File: src/rtl/lcd_nibble_sequencer_if.sv
// CPU-side bundle of the LCD nibble sequencer: write request in, busy/init status
// and the 4-bit HD44780 bus out.
interface lcd_nibble_sequencer_if;
  // Handshake: a nibble is accepted at the rising edge where iWriteEN=1 while the
  // sequencer is in IDLE. iData/iRS are sampled at that edge only. oResponse=1 means
  // busy; it also reads 0 during the single RELEASE cycle, where requests are ignored.
  logic [3:0] iData;
  logic       iRS;
  logic       iWriteEN;
  logic       oResponse;
  logic       oInitDone;
  logic       oLCD_E;
  logic       oLCD_RS;
  logic       oLCD_RW;
  logic [3:0] oLCD_D;

  modport master (
    output iData, iRS, iWriteEN,
    input  oResponse, oInitDone, oLCD_E, oLCD_RS, oLCD_RW, oLCD_D
  );

  modport slave (
    input  iData, iRS, iWriteEN,
    output oResponse, oInitDone, oLCD_E, oLCD_RS, oLCD_RW, oLCD_D
  );
endinterface

File: src/rtl/lcd_nibble_sequencer.sv
// Power-on 4-bit wake-up and per-nibble write timing for an HD44780-style LCD.
// Every timed state lasts exactly its parameter in cycles; the counter restarts on entry.
module lcd_nibble_sequencer #(
  parameter int P_PWR    = 750000,
  parameter int P_T2     = 205000,
  parameter int P_T3     = 5000,
  parameter int P_CMD    = 2000,
  parameter int P_SETUP  = 2,
  parameter int P_EPULSE = 12,
  parameter int P_HOLD   = 1,
  parameter int CNT_W    = 20
) (
  input  logic                         clk,
  input  logic                         rst_n,
  lcd_nibble_sequencer_if.slave        bus,
  output logic [2:0]                   dbg_state_o
);

  typedef enum logic [2:0] {
    S_PWR     = 3'd0,
    S_SETUP   = 3'd1,
    S_PULSE   = 3'd2,
    S_HOLD    = 3'd3,
    S_GAP     = 3'd4,
    S_RELEASE = 3'd5,
    S_IDLE    = 3'd6
  } state_e;

  localparam logic [CNT_W-1:0] L_PWR    = CNT_W'(P_PWR - 1);
  localparam logic [CNT_W-1:0] L_T2     = CNT_W'(P_T2 - 1);
  localparam logic [CNT_W-1:0] L_T3     = CNT_W'(P_T3 - 1);
  localparam logic [CNT_W-1:0] L_CMD    = CNT_W'(P_CMD - 1);
  localparam logic [CNT_W-1:0] L_SETUP  = CNT_W'(P_SETUP - 1);
  localparam logic [CNT_W-1:0] L_EPULSE = CNT_W'(P_EPULSE - 1);
  localparam logic [CNT_W-1:0] L_HOLD   = CNT_W'(P_HOLD - 1);
  localparam logic [CNT_W-1:0] CNT_ONE  = CNT_W'(1);
  localparam logic [CNT_W-1:0] CNT_ZERO = '0;

  state_e           state_q, state_d;
  logic [CNT_W-1:0] cnt_q, cnt_d;
  logic [1:0]       step_q, step_d;
  logic [3:0]       d_q, d_d;
  logic             rs_q, rs_d;
  logic             init_done_q, init_done_d;
  logic [CNT_W-1:0] gap_last;
  logic [3:0]       init_next_nib;
  logic             drive_bus;

  // Init gaps shrink step by step; every gap after init uses the command wait.
  always_comb begin
    gap_last = L_CMD;
    if (!init_done_q) begin
      case (step_q)
        2'd0:    gap_last = L_T2;
        2'd1:    gap_last = L_T3;
        default: gap_last = L_CMD;
      endcase
    end
  end

  // Wake-up nibbles are 3,3,3,2: the one loaded after step 2 switches to 4-bit mode.
  assign init_next_nib = (step_q == 2'd2) ? 4'h2 : 4'h3;

  always_comb begin
    state_d     = state_q;
    cnt_d       = cnt_q + CNT_ONE;
    step_d      = step_q;
    d_d         = d_q;
    rs_d        = rs_q;
    init_done_d = init_done_q;
    case (state_q)
      S_PWR: begin
        if (cnt_q == L_PWR) begin
          state_d = S_SETUP;
          cnt_d   = CNT_ZERO;
          step_d  = 2'd0;
          d_d     = 4'h3;
          rs_d    = 1'b0;
        end
      end
      S_SETUP: begin
        if (cnt_q == L_SETUP) begin
          state_d = S_PULSE;
          cnt_d   = CNT_ZERO;
        end
      end
      S_PULSE: begin
        if (cnt_q == L_EPULSE) begin
          state_d = S_HOLD;
          cnt_d   = CNT_ZERO;
        end
      end
      S_HOLD: begin
        if (cnt_q == L_HOLD) begin
          state_d = S_GAP;
          cnt_d   = CNT_ZERO;
        end
      end
      S_GAP: begin
        if (cnt_q == gap_last) begin
          cnt_d = CNT_ZERO;
          if (init_done_q) begin
            state_d = S_RELEASE;
          end else if (step_q == 2'd3) begin
            init_done_d = 1'b1;
            state_d     = S_RELEASE;
          end else begin
            step_d  = step_q + 2'd1;
            d_d     = init_next_nib;
            rs_d    = 1'b0;
            state_d = S_SETUP;
          end
        end
      end
      S_RELEASE: begin
        state_d = S_IDLE;
        cnt_d   = CNT_ZERO;
      end
      S_IDLE: begin
        cnt_d = CNT_ZERO;
        if (bus.iWriteEN) begin
          d_d     = bus.iData;
          rs_d    = bus.iRS;
          state_d = S_SETUP;
        end
      end
      default: begin
        state_d = S_PWR;
        cnt_d   = CNT_ZERO;
      end
    endcase
  end

  always_ff @(posedge clk or negedge rst_n) begin
    if (!rst_n) begin
      state_q     <= S_PWR;
      cnt_q       <= CNT_ZERO;
      step_q      <= 2'd0;
      d_q         <= 4'h0;
      rs_q        <= 1'b0;
      init_done_q <= 1'b0;
    end else begin
      state_q     <= state_d;
      cnt_q       <= cnt_d;
      step_q      <= step_d;
      d_q         <= d_d;
      rs_q        <= rs_d;
      init_done_q <= init_done_d;
    end
  end

  // Outputs decode straight from state so reset forces E, D and RS low without a clock.
  assign drive_bus = (state_q == S_SETUP) || (state_q == S_PULSE) ||
                     (state_q == S_HOLD)  || (state_q == S_GAP);

  assign bus.oLCD_E    = (state_q == S_PULSE);
  assign bus.oLCD_D    = drive_bus ? d_q : 4'h0;
  assign bus.oLCD_RS   = drive_bus ? rs_q : 1'b0;
  assign bus.oLCD_RW   = 1'b0;
  assign bus.oResponse = !((state_q == S_RELEASE) || (state_q == S_IDLE));
  assign bus.oInitDone = init_done_q;
  assign dbg_state_o   = state_q;

endmodule

File: src/flat_wrapper.sv
// flat-port wrapper written by rule: the top's interface ports become plain ports
module lcd_nibble_sequencer_flat 
#(
  parameter int P_PWR    = 750000,
  parameter int P_T2     = 205000,
  parameter int P_T3     = 5000,
  parameter int P_CMD    = 2000,
  parameter int P_SETUP  = 2,
  parameter int P_EPULSE = 12,
  parameter int P_HOLD   = 1,
  parameter int CNT_W    = 20
)
  (clk, rst_n, dbg_state_o, bus_iData, bus_iRS, bus_iWriteEN, bus_oResponse, bus_oInitDone, bus_oLCD_E, bus_oLCD_RS, bus_oLCD_RW, bus_oLCD_D);
  lcd_nibble_sequencer_if bus_i ();
  input  logic clk;
  input  logic rst_n;
  output logic [2:0] dbg_state_o;
  input wire logic [$bits(bus_i.iData)-1:0] bus_iData;
  input wire logic [$bits(bus_i.iRS)-1:0] bus_iRS;
  input wire logic [$bits(bus_i.iWriteEN)-1:0] bus_iWriteEN;
  output wire logic [$bits(bus_i.oResponse)-1:0] bus_oResponse;
  output wire logic [$bits(bus_i.oInitDone)-1:0] bus_oInitDone;
  output wire logic [$bits(bus_i.oLCD_E)-1:0] bus_oLCD_E;
  output wire logic [$bits(bus_i.oLCD_RS)-1:0] bus_oLCD_RS;
  output wire logic [$bits(bus_i.oLCD_RW)-1:0] bus_oLCD_RW;
  output wire logic [$bits(bus_i.oLCD_D)-1:0] bus_oLCD_D;
  assign bus_i.iData = bus_iData;
  assign bus_i.iRS = bus_iRS;
  assign bus_i.iWriteEN = bus_iWriteEN;
  assign bus_oResponse = bus_i.oResponse;
  assign bus_oInitDone = bus_i.oInitDone;
  assign bus_oLCD_E = bus_i.oLCD_E;
  assign bus_oLCD_RS = bus_i.oLCD_RS;
  assign bus_oLCD_RW = bus_i.oLCD_RW;
  assign bus_oLCD_D = bus_i.oLCD_D;
  lcd_nibble_sequencer #(.P_PWR(P_PWR), .P_T2(P_T2), .P_T3(P_T3), .P_CMD(P_CMD), .P_SETUP(P_SETUP), .P_EPULSE(P_EPULSE), .P_HOLD(P_HOLD), .CNT_W(CNT_W)) u_core (.clk(clk), .rst_n(rst_n), .bus(bus_i), .dbg_state_o(dbg_state_o));
endmodule
File: config.mk
export PLATFORM = sky130hd
export DESIGN_NAME = lcd_nibble_sequencer_flat
export DESIGN_NICKNAME = d
export VERILOG_FILES = /design/src/rtl/lcd_nibble_sequencer_if.sv /design/src/rtl/lcd_nibble_sequencer.sv /design/src/flat_wrapper.sv
export SDC_FILE = /design/constraint.sdc
export NUM_CORES = 1
export LEC_CHECK = 0
export ABC_AREA = 1
export BUFFER_PORTS_ARGS = -buffer_cell sky130_fd_sc_hd__buf_2
export CORE_MARGIN = 2
export CORE_UTILIZATION = 45
export CTS_CLUSTER_DIAMETER = 50
export DETAILED_ROUTE_END_ITERATION = 7
export SLEW_MARGIN = 10
export SYNTH_ARGS = -nofsm -noshare
export SYNTH_HDL_FRONTEND = slang
export SYNTH_SLANG_ARGS = --single-unit
File: constraint.sdc
create_clock -name clk -period 4 [get_ports clk]
set_input_delay 0.2 -clock clk [delete_from_list [all_inputs] [get_ports clk]]
set_output_delay 0.2 -clock clk [all_outputs]
set_load 0.01 [all_outputs]
After elaboration in Yosys (flattened, before gate mapping)
Cells that the tools add are included.
{ "word_totals": {"regBits": 31, "input_bits": 8, "out_inout_bits": 12, "wordCells": 82} }
{ "op_classes": {"mux": 39, "eq_ne": 21, "reduce_logical": 14, "addsub": 2} }
{ "ops": {"columns": ["op", "count"], "rows": [
  ["$mux W20", 5],
  ["$pmux W20 S5", 1],
  ["$pmux W18 S2", 1],
  ["$mux W3", 8],
  ["$mux W4", 6],
  ["$pmux W3 S7", 1],
  ["$add A20 B1 Y20 const B", 1],
  ["$eq A20 B1 Y1 const B", 1],
  ["$eq A20 B18 Y1", 1],
  ["$eq A20 B20 Y1 const B", 1],
  ["$eq A20 B4 Y1 const B", 1],
  ["$logic_not A20 Y1", 1],
  ["$mux W18", 1],
  ["$pmux W4 S3", 1],
  ["$reduce_and A6 Y1", 2],
  ["$ne A2 B1 Y1 const B", 5],
  ["$eq A3 B3 Y1 const B", 3],
  ["$mux W1", 9],
  ["$mux W2", 4],
  ["$eq A3 B2 Y1 const B", 2],
  ["$ne A2 B2 Y1 const B", 3],
  ["$reduce_and A5 Y1", 1],
  ["$eq A2 B2 Y1 const B", 2],
  ["$logic_or A1 B1 Y1", 4],
  ["11 further kinds", 11]
]} }

Logic depth before layout (Yosys ltp)
{ "logic_depth": {"word_depth": 6, "mapped_depth": 14, "depth_no_buf": 13} }

Least setup slack after synthesis
No wires, ideal clock.
{ "synth_path": {"kind": "register -> register", "from": "register u_core.cnt_q[0]", "to": "register u_core.cnt_q[15]", "n_path_buf": 1, "period_less_slack_ns": 1.747, "setup_ns": 0.122, "arrival_ns": 1.625, "path_slack_ns": 2.253, "required_time_ns": 3.878, "stages_incl_launch_ff": 12, "path_cell_list": "dfrtp_1 > ha_1 > nand3_1 > nor2_2 > nand3_2 > nand2_2 > nand2_2 > nor2_4 > nand2_4 > inv_4 > buf_12 > nor2_2"} }
{ "synth_between": {"elab_chain_cells": 3, "word_cells_on_any_way": 12, "cone_classes": "add/sub: 1; eq/ne: 4; mux: 6; reduce/logical: 1"} }
{ "synth_rtl": {"columns": ["element", "line", "source"], "rows": [
  ["from (decl)", "lcd_nibble_sequencer.sv:40", "logic [CNT_W-1:0] cnt_q, cnt_d;"],
  ["from (signal assigned)", "lcd_nibble_sequencer.sv:144", "cnt_q <= cnt_d;"],
  ["$add A20 B1 Y20, or another cell as far along", "lcd_nibble_sequencer.sv:66", "cnt_d = cnt_q + CNT_ONE;"],
  ["$mux W20, on equally long branches", null, null],
  ["$pmux W20 S5 (*)", "lcd_nibble_sequencer.sv:71", "case (state_q)"],
  ["net u_core.cnt_d[15]", "lcd_nibble_sequencer.sv:40", null]
]} }
Mark *: on every way through the listed nets, which the timed path passes. The rest lies on a longest branch.
A chain may end at the register's enable or synchronous reset.

Worst setup path in the final report
{ "layout_path": {"from": "register u_core.step_q[0]", "to": "register u_core.d_q[0]"} }
{ "layout_between": {"elab_chain_cells": 6, "word_cells_on_any_way": 15, "cone_classes": "eq/ne: 6; mux: 7; reduce/logical: 2"} }
{ "layout_rtl": {"columns": ["element", "line", "source"], "rows": [
  ["from (decl)", "lcd_nibble_sequencer.sv:41", "logic [1:0] step_q, step_d;"],
  ["from (signal assigned)", "lcd_nibble_sequencer.sv:145", "step_q <= step_d;"],
  ["$eq A2 B1 Y1, or another cell as far along", "lcd_nibble_sequencer.sv:53", "case (step_q)"],
  ["$pmux W18 S2 / $mux W1 (equally long branches)", "lcd_nibble_sequencer.sv:53, lcd_nibble_sequencer.sv:62", null],
  ["$mux W18 / $mux W4 (equally long branches)", "lcd_nibble_sequencer.sv:52, lcd_nibble_sequencer.sv:104", null],
  ["$eq A20 B18 Y1 / $mux W4 (equally long branches)", "lcd_nibble_sequencer.sv:100, lcd_nibble_sequencer.sv:102", null],
  ["$ne A2 B1 Y1 (no line) / $mux W4 (equally long branches)", null, null],
  ["$reduce_and A6 Y1 (no line) / $pmux W4 S3 (equally long branches)", null, null],
  ["to (signal assigned)", "lcd_nibble_sequencer.sv:139", "d_q <= 4'h0;"],
  ["to (signal assigned)", "lcd_nibble_sequencer.sv:146", "d_q <= d_d;"],
  ["to (decl)", "lcd_nibble_sequencer.sv:42", "logic [3:0] d_q, d_d;"]
]} }
Several ways; a longest one is shown, not always the timed one. The select of a mux whose other input is x is not followed.

==> flow_summary_export.csv <==
group,metric,value,unit
power,ir_drop,0.000257,V
power,finalPower,0.00139,W
die,die_h,74.8,µm
synth,ys_seq_area_share,34.4,%
synth,ys_seq_elements,31,
timing,rsz0062_at_grt,"no",
worst_setup_path,rr_endpoint,"u_core.d_q[0]",
grt,grtUsageTotal,19.5,%
synth,synth_commonest_cells,"86 x nand2_1, 58 x nor2_1, 51 x inv_1",
worst_setup_path,cp_common_cell,"nand2_1",
timing,hold_slack,247,ps
synth,synth_most_common_cell,"nand2_1",
worst_setup_path,crit_start,"u_core.step_q[0]",
synth,synth_edf_count,0,
synth,synthFlopType,"dfrtp_1",
worst_setup_path,start_kind,"flop",
worst_setup_path,crit_chain,"inv_1 -> ha_1 -> inv_1 -> nor2_1 -> nand2_1 -> nand2_1 -> nand2_1 -> nor2_1 -> nand3_1 -> nand2_1 -> nand3_1 -> nand2_1 -> nand2_1",
worst_setup_path,arrival,2470,ps
detailed_routing,ant_nets,0,
placed_design,globalplace.congestion,0.903,
detailed_routing,vias,2062,
detailed_routing,route.detailed.wl_per_inst,12.0,µm
die,core,4790,µm²
worst_setup_path,cp_data_required_time,4180,ps
die,initial_core_util,47.1,%
run,maxCapViolations,0,
worst_setup_path,crit_fanout,14,
detailed_routing,totalWireLength,5.10,mm
placed_design,port_buffers,18,
synth,synth.top_cell.area_share,34.4,%
cts,cts_root_buf,"clkbuf_8",
worst_setup_path,cpPeakStageDelay,440,ps
worst_setup_path,cp-endpoint,"u_core.d_q[0]",
grt,grt_max_degree,32,
worst_setup_path,r2r_start,"u_core.step_q[0]",
synth,ys_types,30,
placed_design,dp_hpwl,3.87,mm
placed_design,pre_cts_ws,1720,ps
final_layout,final.fill_count,510,
timing,period_needed,2290,ps
die,die_area,5590,µm²
worst_setup_path,cp_slowest_cell,"dfrtp_1",
timing,slew_headroom,51.6,%
timing,worst_pin_slew,726,ps
final_layout,area_growth,10.4,%
detailed_routing,drt_iter0_drc,121,
hold_path,hp-class,"in -> reg",
timing,finalHoldViolCount,0,
cts,clk_latency,290,ps
detailed_routing,drc,0,
detailed_routing,firstDrtPassIters,5,
timing,fin_setup_tns,0,ps
timing,finalCritPeriodShare,57.3,%
synth,yosysWarnings,0,
final_layout,postLayoutCellArea,2490,µm²
worst_setup_path,worstSetupPathType,"reg -> reg",
cts,htreeDepth,2,
final_layout,antenna_cells,0,
power,powerDensity,557,nW/µm²
die,pin_count,20,
cts,clockBufferDepth,2,
final_layout,nNetsFinal,373,
die,die_x,74.8,µm
grt,antenna_found_initial,0,
power,leakagePower,1.30,nW
synth,synthArstFlopShare,100,%
worst_setup_path,critPathCaptureType,"flop",
cts,cts_tree,"yes",
grt,grt_overflow,0,
timing,setup_viol,0,
grt,grt_pass1_vias,1793,
timing,fmax,436,MHz
timing,setup_slack,1710,ps
synth,yosys.area.top_type,"dfrtp_1",
final_layout,drive_gt1_share,14.5,%
placed_design,place_area,2380,µm²
cts,cts.sinks,31,
worst_setup_path,ff2ff_path_depth,13,
detailed_routing,vias_per_cell,4.85,
die,rows,25,
cts,cts_resized,0,
worst_setup_path,reg2reg_setup_slack,1710,ps
timing,fin_skew,6.07,ps
synth,syn_nets,353,
synth,synth_area,2250,µm²
timing,maxSlewViolCount,0,
outcome,outcome,"complete, no violations",
grt,grt_pass1_wl,8.19,mm
synth,avgSynthCellArea,6.69,µm²
synth,synthTopCellsByArea,"dfrtp_1 34%, nand2_1 14%, nor2_1 9.7%",
cts,clk_pin_slew_worst_paths,70,ps
cts,numCtsBuffers,5,
synth,synth_cells,337,
[cell type report]
cell class / count / area (µm²) / area share, %
clock buffers: 8 / 100 / 4.02
inverters: 56 / 213 / 8.55
well taps: 67 / 83.8 / 3.37
repair buffers: 19 / 100 / 4.02
flip-flops and latches: 31 / 776 / 31.2
multi-input cells: 244 / 1210 / 48.8
[registers in the layout (all words and copies together) (netlist names)]
signal,flops
u_core.cnt_q,20
u_core.d_q,4
u_core.dbg_state_o,3
u_core.step_q,2
u_core.bus.oInitDone,1
u_core.rs_q,1
[metal layers]
layer	up-vias	share of wire [%]	track usage [%]
met3	7	3.3	4.02
met2	31	43	28.7
met1	947	52	28.4
met4	0	1.5	6.55
li1	1077	-	-
met5	-	0	0
[critical path, delay by kind of cell, from the launching register on]
family | cells | cell delay, ps
buffers and inverters | 2 | 170
and+or+nand+nor | 10 | 1390
adders and majority gates | 1 | 180
DFF | 1 | 440
[stage by stage]
stage	utilization [%]	instances
6_report	52.0	425
5_1_grt	52.0	425
4_1_cts	52.0	425
3_5_place_dp	49.7	416
3_3_place_gp	49.7	416
2_1_floorplan	-	337
[timing repair]
item / in CTS / in global routing
hold buffers: 1 / 0
setup buffers: 0 / 0
endpoints found under the hold margin: 31 / 0
[kinds of logic (layout without fill, tap and decap cells)]
group | Yosys count | count (layout) | share of synthesized area, %
buf+inv | 62 | 83 | 11.7
fa+ha+maj | 8 | 8 | 4.44
compound gates | 19 | 19 | 4.66
xor+xnor | 11 | 11 | 4.28
flops | 31 | 31 | 34.4
other cells | 1 | 1 | 0.166
simple gates | 205 | 205 | 40.4
[placed cells by master (no fill, tap or decap), types with 3 or more instances in the layout]
cell type  netlist  routed
a21oi_1          5       5
buf_2            2      18
clkbuf_8         0       7
dfrtp_1         31      31
ha_1             8       8
inv_1           51      51
inv_2            4       4
nand2_1         86      86
nand2_2          3       3
nand3_1         17      17
nand4_1         14      14
nor2_1          58      58
nor2_2          13      13
nor3_1           8       8
o21ai_0         10      10
xor2_1          11      11
[how the worst min path moves through the flow]
stage,cells after the start,endpoint,startpoint,slack [ps]
detailed placement,1,u_core.cnt_q[3],rst_n,300
CTS,5,u_core.d_q[2],bus_iData[2],240
floorplan,0,u_core.bus.oInitDone,rst_n,-100
global route,5,u_core.d_q[2],bus_iData[2],290
finish,5,u_core.d_q[2],bus_iData[2],250
global placement,1,u_core.cnt_q[3],rst_n,310
[report_power, final]
group	leakage (nW)	internal, W	switching, W
sequential	0.421	0.000364	0.0000525
combinational	0.833	0.000221	0.000470
clock	0.0515	0.000157	0.000121
(Power assumes the default switching activity.)
